### config.mk
export PLATFORM = sky130hd
export DESIGN_NAME = rf_port_ctrl
export DESIGN_NICKNAME = d
export VERILOG_FILES = /design/src/rtl/rf_pkg.sv /design/src/rtl/rf_decode.sv /design/src/rtl/rf_port_ctrl.sv
export SDC_FILE = /design/constraint.sdc
export NUM_CORES = 1
export LEC_CHECK = 0
export CORE_ASPECT_RATIO = 0.6
export CORE_MARGIN = 1.5
export CORE_UTILIZATION = 41
export DETAILED_ROUTE_END_ITERATION = 10
export GPL_ROUTABILITY_DRIVEN = 0
export GPL_TIMING_DRIVEN = 0
export PLACE_DENSITY = 0.94
export SETUP_SLACK_MARGIN = 0.1
export SLEW_MARGIN = 20
export SYNTH_ARGS = -nofsm -noshare
export SYNTH_HDL_FRONTEND = slang
export SYNTH_HIERARCHICAL = 1
export SYNTH_SLANG_ARGS = --single-unit
### constraint.sdc
create_clock -name clk -period 2.16 [get_ports clk]
set_input_delay 0.216 -clock clk [delete_from_list [all_inputs] [get_ports clk]]
set_output_delay 0.216 -clock clk [all_outputs]
set_load 0.05 [all_outputs]
### src/rtl/rf_pkg.sv
// Shared widths, types and the one-hot helper for the register-file access controller.
package rf_pkg;

  localparam int RF_DATA_W   = 16;
  localparam int RF_NUM_REGS = 16;
  localparam int RF_ADDR_W   = 4;

  typedef logic [RF_ADDR_W-1:0]   rf_addr_t;
  typedef logic [RF_DATA_W-1:0]   rf_data_t;
  typedef logic [RF_NUM_REGS-1:0] rf_onehot_t;

  function automatic rf_onehot_t rf_onehot(input rf_addr_t addr);
    rf_onehot_t sel;
    sel       = '0;
    sel[addr] = 1'b1;
    return sel;
  endfunction

endpackage

### src/rtl/rf_decode.sv
// Address to one-hot select decoder with enable; ZERO_SUPPRESS drops register 0
// so that register 0 can never be selected.
module rf_decode
  import rf_pkg::*;
#(
  parameter bit ZERO_SUPPRESS = 1'b0
) (
  input  logic       en,
  input  rf_addr_t   addr,
  output rf_onehot_t onehot
);

  logic addr_allowed;

  assign addr_allowed = !(ZERO_SUPPRESS && (addr == '0));

  // NOTE: the default before the conditional keeps this purely combinational (no latch).
  always_comb begin
    onehot = '0;
    if (en && addr_allowed) begin
      onehot = rf_onehot(addr);
    end
  end

endmodule

### src/rtl/rf_port_ctrl.sv
// Initiator-side controller for the 16 x 16-bit register file: two-stage read pipeline
// and a registered write-back path. Define RF_BYPASS_EN to forward in-flight write data.
module rf_port_ctrl
  import rf_pkg::*;
#(
  parameter int DATA_W   = RF_DATA_W,
  parameter int NUM_REGS = RF_NUM_REGS,
  parameter int ADDR_W   = RF_ADDR_W
) (
  input  logic                clk,
  input  logic                rst,
  input  logic                rd_req_valid,
  output logic                rd_req_ready,
  input  logic [ADDR_W-1:0]   rd_addr1,
  input  logic [ADDR_W-1:0]   rd_addr2,
  input  logic                wr_valid,
  input  logic [ADDR_W-1:0]   wr_addr,
  input  logic [DATA_W-1:0]   wr_data,
  output logic [NUM_REGS-1:0] ReadEnable1,
  output logic [NUM_REGS-1:0] ReadEnable2,
  output logic [NUM_REGS-1:0] WriteReg,
  output logic [DATA_W-1:0]   D,
  input  logic [DATA_W-1:0]   Bitline1,
  input  logic [DATA_W-1:0]   Bitline2,
  output logic                rd_rsp_valid,
  input  logic                rd_rsp_ready,
  output logic [DATA_W-1:0]   rd_data1,
  output logic [DATA_W-1:0]   rd_data2
);

  logic              s1_valid;
  logic [ADDR_W-1:0] s1_addr1;
  logic [ADDR_W-1:0] s1_addr2;

  logic              wr_pend;
  logic [ADDR_W-1:0] wr_addr_q;

  logic              s1_xfer;
  logic              rd_accept;
  logic              byp1;
  logic              byp2;
  logic [DATA_W-1:0] cap1;
  logic [DATA_W-1:0] cap2;

  // S1 drains whenever S2 is empty or being consumed, so a new request can enter in the same cycle.
  assign s1_xfer      = s1_valid && (!rd_rsp_valid || rd_rsp_ready);
  assign rd_req_ready = !s1_valid || s1_xfer;
  assign rd_accept    = rd_req_valid && rd_req_ready;

`ifdef RF_BYPASS_EN
  assign byp1 = wr_pend && (wr_addr_q != '0) && (wr_addr_q == s1_addr1);
  assign byp2 = wr_pend && (wr_addr_q != '0) && (wr_addr_q == s1_addr2);
`else
  assign byp1 = 1'b0;
  assign byp2 = 1'b0;
`endif

  // Register 0 reads as zero whatever the array drives on the bitline.
  always_comb begin
    cap1 = byp1 ? D : Bitline1;
    cap2 = byp2 ? D : Bitline2;
    if (s1_addr1 == '0) cap1 = '0;
    if (s1_addr2 == '0) cap2 = '0;
  end

  // NOTE: sequential state uses non-blocking assignments so every flop samples pre-edge values.
  always_ff @(posedge clk) begin
    if (!rst) begin
      s1_valid <= 1'b0;
      s1_addr1 <= '0;
      s1_addr2 <= '0;
    end else if (rd_accept) begin
      s1_valid <= 1'b1;
      s1_addr1 <= rd_addr1;
      s1_addr2 <= rd_addr2;
    end else if (s1_xfer) begin
      s1_valid <= 1'b0;
    end
  end

  always_ff @(posedge clk) begin
    if (!rst) begin
      rd_rsp_valid <= 1'b0;
      rd_data1     <= '0;
      rd_data2     <= '0;
    end else if (s1_xfer) begin
      rd_rsp_valid <= 1'b1;
      rd_data1     <= cap1;
      rd_data2     <= cap2;
    end else if (rd_rsp_ready) begin
      rd_rsp_valid <= 1'b0;
    end
  end

  // D keeps its last value between writes; only the select pulses for one cycle.
  always_ff @(posedge clk) begin
    if (!rst) begin
      wr_pend   <= 1'b0;
      wr_addr_q <= '0;
      D         <= '0;
    end else begin
      wr_pend <= wr_valid;
      if (wr_valid) begin
        wr_addr_q <= wr_addr;
        D         <= wr_data;
      end
    end
  end

  rf_decode #(.ZERO_SUPPRESS(1'b0)) u_dec_rd1 (
    .en     (s1_valid),
    .addr   (s1_addr1),
    .onehot (ReadEnable1)
  );

  rf_decode #(.ZERO_SUPPRESS(1'b0)) u_dec_rd2 (
    .en     (s1_valid),
    .addr   (s1_addr2),
    .onehot (ReadEnable2)
  );

  rf_decode #(.ZERO_SUPPRESS(1'b1)) u_dec_wr (
    .en     (wr_pend),
    .addr   (wr_addr_q),
    .onehot (WriteReg)
  );

endmodule
==> key figures <==
Outcome
  • Outcome: finished clean

Place
  • Placed wire-length estimate after detailed placement: 6800 um
  • Worst slack at placement: -0.0822 ns
  • Number of buffers inserted by port buffering: 159
  • Inst Count DP: 573

Critical path
  • WS Path Type: reg -> out
  • Launching element of the worst setup path: wr_pend
  • Worst reg-to-reg path cell count: 4
  • Data required time of the worst path: 1.94 ns
  • Endpoint of the most critical register-to-register path: rd_data1[4]
  • Worst R2R Start: s1_addr1[0]
  • Nature of the critical path startpoint: flop
  • Slowest stage cell, crit path: sky130_fd_sc_hd__dlygate4sd2_1
  • Largest stage delay on the critical path: 0.53 ns
  • Ordered cell list for the critical path: or3b_1, nor2_1, dlygate4sd2_1
  • Worst EP arrival: 1.74 ns
  • Maximum net fanout on the critical path: 4
  • Endpoint kind of the worst setup timing path: output pin
  • Worst reg2reg setup slack: 0.63 ns

Clock tree
  • Clk Tree Root Cell: sky130_fd_sc_hd__clkbuf_16
  • Clock edge transition at the registers on the reported setup and hold paths: 0.05 ns
  • Number of buffers on the longest clock path: 2
  • Number of levels the H-tree was split into: 3
  • Clock Latency Late Sink: 0.31 ns
  • Post-CTS Hold Fix Bufs: 0
  • TritonCTS Buffers: 9
  • TritonCTS clock tree: done
  • Number of setup buffers added after CTS: 0
  • Clk sink count: 63

Floorplan
  • Initial Utilization: 42.1%
  • DIE WIDTH: 110 um
  • Number of I/O pins: 163
  • # rows: 23
  • Placeable Area: 6650 um2
  • Die outline area: 7350 um2
  • Vertical die dimension: 67.0 um

Global routing
  • First-pass GRT wire length: 13000 um
  • GRT Total Usage: 23.5%
  • Via count of the first global-routing pass: 2675
  • Number of antenna violations at the first check in global routing: 0
  • Overflow after GRT: 0
  • Maximum number of pins on one net before global-route repair: 14

Cells and area
  • NumNets Final: 562
  • Area Overhead vs Synth: 69.1%
  • Post-layout util: 71.3%
  • Count of inserted antenna diode cells: 0
  • Fraction of layout cells with a size suffix above 1: 10.4%
  • Filler cells: 527
  • Layout Cells excl Fill: 588

Route
  • Starting DRT DRC Count: 193
  • DRC viols: 0
  • Via Count: 2915
  • Met3 wirelength from detailed routing: 511 um
  • Routed wire length: 8800 um
  • Max layer used: met4
  • Met1 WL: 3950 um
  • Met2 wire length: 4250 um
  • Antenna Violating Nets Remaining: 0
  • Average wire per cell in the routed design: 15.0 um
  • Ratio of routed vias to standard cells: 4.96
  • TritonRoute pass-1 iters: 4

STA
  • Worst hold slack after final layout: 0.239 ns
  • Post-route clock skew: 0.00464 ns
  • Headroom to the max-slew limit: 62.7%
  • Final worst-path setup slack: 0.206 ns
  • Share of the clock period used by the worst path: 90.5%
  • Endpoints failing setup: 0
  • Setup repair after global routing missed its margin: false
  • Pins over their slew limit: 0
  • Total count of hold-check failures in the final report: 0
  • Slew at the pin closest to its max-slew limit: 0.559 ns
  • Shortest period the worst path allows: 1.95 ns
  • Highest Clock Rate: 0.512 GHz

Power and ir drop
  • Leak: 0.00204 uW
  • Switch share: 28.0%
  • Part of the total power dissipated in combinational logic: 20.1%
  • Maximum VDD drop: 0.410 mV
  • Internal power summed over all cells: 2300 uW
  • Reported net switching power: 894 uW
  • Clock Power Share: 39.8%
  • Power density cells: 673 nW/um2
  • Power share of the sequential group: 40.1%

Synth
  • Count of state elements after synthesis: 63
  • Post-synthesis cell type with the largest combined area: sky130_fd_sc_hd__dfxtp_1
  • Number of synthesis warnings: 6
  • Number of distinct standard cells referenced by the synthesized netlist: 30
  • Top-area cell type share of the netlist area: 45.0%
  • Part of the Yosys area used for sequential elements: 45.0%
  • Mapped Nets: 392
  • Area of the mapped netlist: 2800 um2
  • Average footprint of a synthesized cell: 8.57 um2
  • Syn Inst Count: 327
  • Top post-synthesis cells by area: sky130_fd_sc_hd__dfxtp_1, sky130_fd_sc_hd__nand2_1, sky130_fd_sc_hd__mux2i_1

Min path
  • Min-Delay Startpoint: rst
  • Depth of the worst hold-timing path: 3
  • Hold worst-path end: rd_data1[10]
  • Worst min path class: in -> reg

Job
  • Max-Cap Viols: 0
-- state kept, by name (all words and copies together) (netlist names) --
| register | flops |
|---|---|
| D | 16 |
| rd_rsp_valid | 1 |
| wr_pend | 1 |
| s1_addr2 | 4 |
| wr_addr_q | 4 |
| rd_data1 | 16 |
| s1_addr1 | 4 |
| s1_valid | 1 |
| rd_data2 | 16 |
-- through the flow --
step	instance area (um2)	TNS (ns)	power (uW)
after floorplan	2800	0	1670
after global placement	4500	-0.184	1930
after detailed placement	4500	-0.322	1950
after CTS	4730	0	3210
after global routing	4740	0	3320
final	4740	0	3190
-- worst max path at each step --
stage	cells after the start	endpoint	slack [ns]
floorplan	2	ReadEnable1[12]	0.16
global placement	3	ReadEnable2[0]	-0.04
detailed placement	3	ReadEnable1[0]	-0.08
CTS	3	ReadEnable1[0]	0.02
global route	3	WriteReg[2]	0.10
finish	3	WriteReg[1]	0.21
-- per-layer routing --
metal / vias to the layer above / global-route usage [%]
li1: 1438 / -
met1: 1374 / 29.3
met2: 95 / 39.8
met3: 8 / 5.97
met4: 0 / 7.63
met5: - / 0
-- synth_stat cells --
master	n
sky130_fd_sc_hd__nor3_2	2
sky130_fd_sc_hd__buf_4	1
sky130_fd_sc_hd__inv_1	2
sky130_fd_sc_hd__or4_1	1
sky130_fd_sc_hd__or3b_1	1
sky130_fd_sc_hd__nand3_4	1
sky130_fd_sc_hd__conb_1	1
sky130_fd_sc_hd__nand2b_4	1
sky130_fd_sc_hd__buf_1	4
sky130_fd_sc_hd__o22ai_1	22
sky130_fd_sc_hd__nand2_1	83
sky130_fd_sc_hd__clkbuf_1	8
sky130_fd_sc_hd__or4_4	1
sky130_fd_sc_hd__or3b_4	2
sky130_fd_sc_hd__nor3_1	9
sky130_fd_sc_hd__buf_12	1
sky130_fd_sc_hd__nor2b_1	20
sky130_fd_sc_hd__o22ai_2	10
sky130_fd_sc_hd__and2_1	2
sky130_fd_sc_hd__a21boi_0	2
sky130_fd_sc_hd__nand3b_1	7
sky130_fd_sc_hd__nor2_1	36
sky130_fd_sc_hd__nand3_2	1
sky130_fd_sc_hd__and2_0	1
sky130_fd_sc_hd__nand2b_1	6
sky130_fd_sc_hd__buf_6	1
sky130_fd_sc_hd__buf_2	7
sky130_fd_sc_hd__dfxtp_1	63
sky130_fd_sc_hd__mux2i_1	28
sky130_fd_sc_hd__nand3_1	3
-- logic make-up after synthesis --
| kind of cell | after synthesis | synth area share, % |
|---|---|---|
| simple gates | 177 | 30.4 |
| compound gates | 34 | 9.91 |
| other cells | 1 | 0.134 |
| flops | 63 | 45.0 |
| buf+inv | 24 | 4.51 |
| mux | 28 | 10.0 |
-- worst max-delay path, delay by kind of cell, from the launching register on --
family,cells,cell delay [ns]
and+or+nand+nor,2,0.52
buffers and inverters,1,0.53
DFF,1,0.36
-- layout make-up --
type                    instances  area, um2  area share (%)
clock buffers                  11        243            5.12
repair buffers                159       1560            32.9
clock inverters                 4       22.5           0.475
plain buffers                  22        119            2.51
inverters                       2       7.51           0.158
well taps                      87        109            2.30
multi-input cells             240       1410            29.8
flip-flops and latches         63       1260            26.7
-- timing repair --
item,4_1_cts,5_1_grt
setup endpoints to repair,43,8
pin swaps,0,0
gates resized for setup,57,11
-- cells in the final DEF, fill, tap and decap left out, drive strengths merged --
cell / n
or4: 2
nor3: 11
and2: 3
conb: 1
clkdlybuf4s50: 112
buf: 14
nand3b: 7
dfxtp: 63
o22ai: 32
clkinvlp: 1
nand2: 83
a21boi: 2
nand2b: 7
clkinv: 3
clkbuf: 21
clkdlybuf4s18: 1
or3b: 3
dlygate4sd2: 33
clkdlybuf4s15: 6
dlymetal6s2s: 5
nor2b: 20
nor2: 36
nand3: 5
mux2i: 28
inv: 2
-- power by group through the flow --
stage	registers, uW	clock network (uW)	logic (uW)
after floorplan	1440	0	235
after global placement	1300	0	634
after detailed placement	1300	0	645
after CTS	1280	1290	644
after global routing	1280	1350	677
final	1280	1270	642
Note: power is estimated with default switching activity, not from simulation.
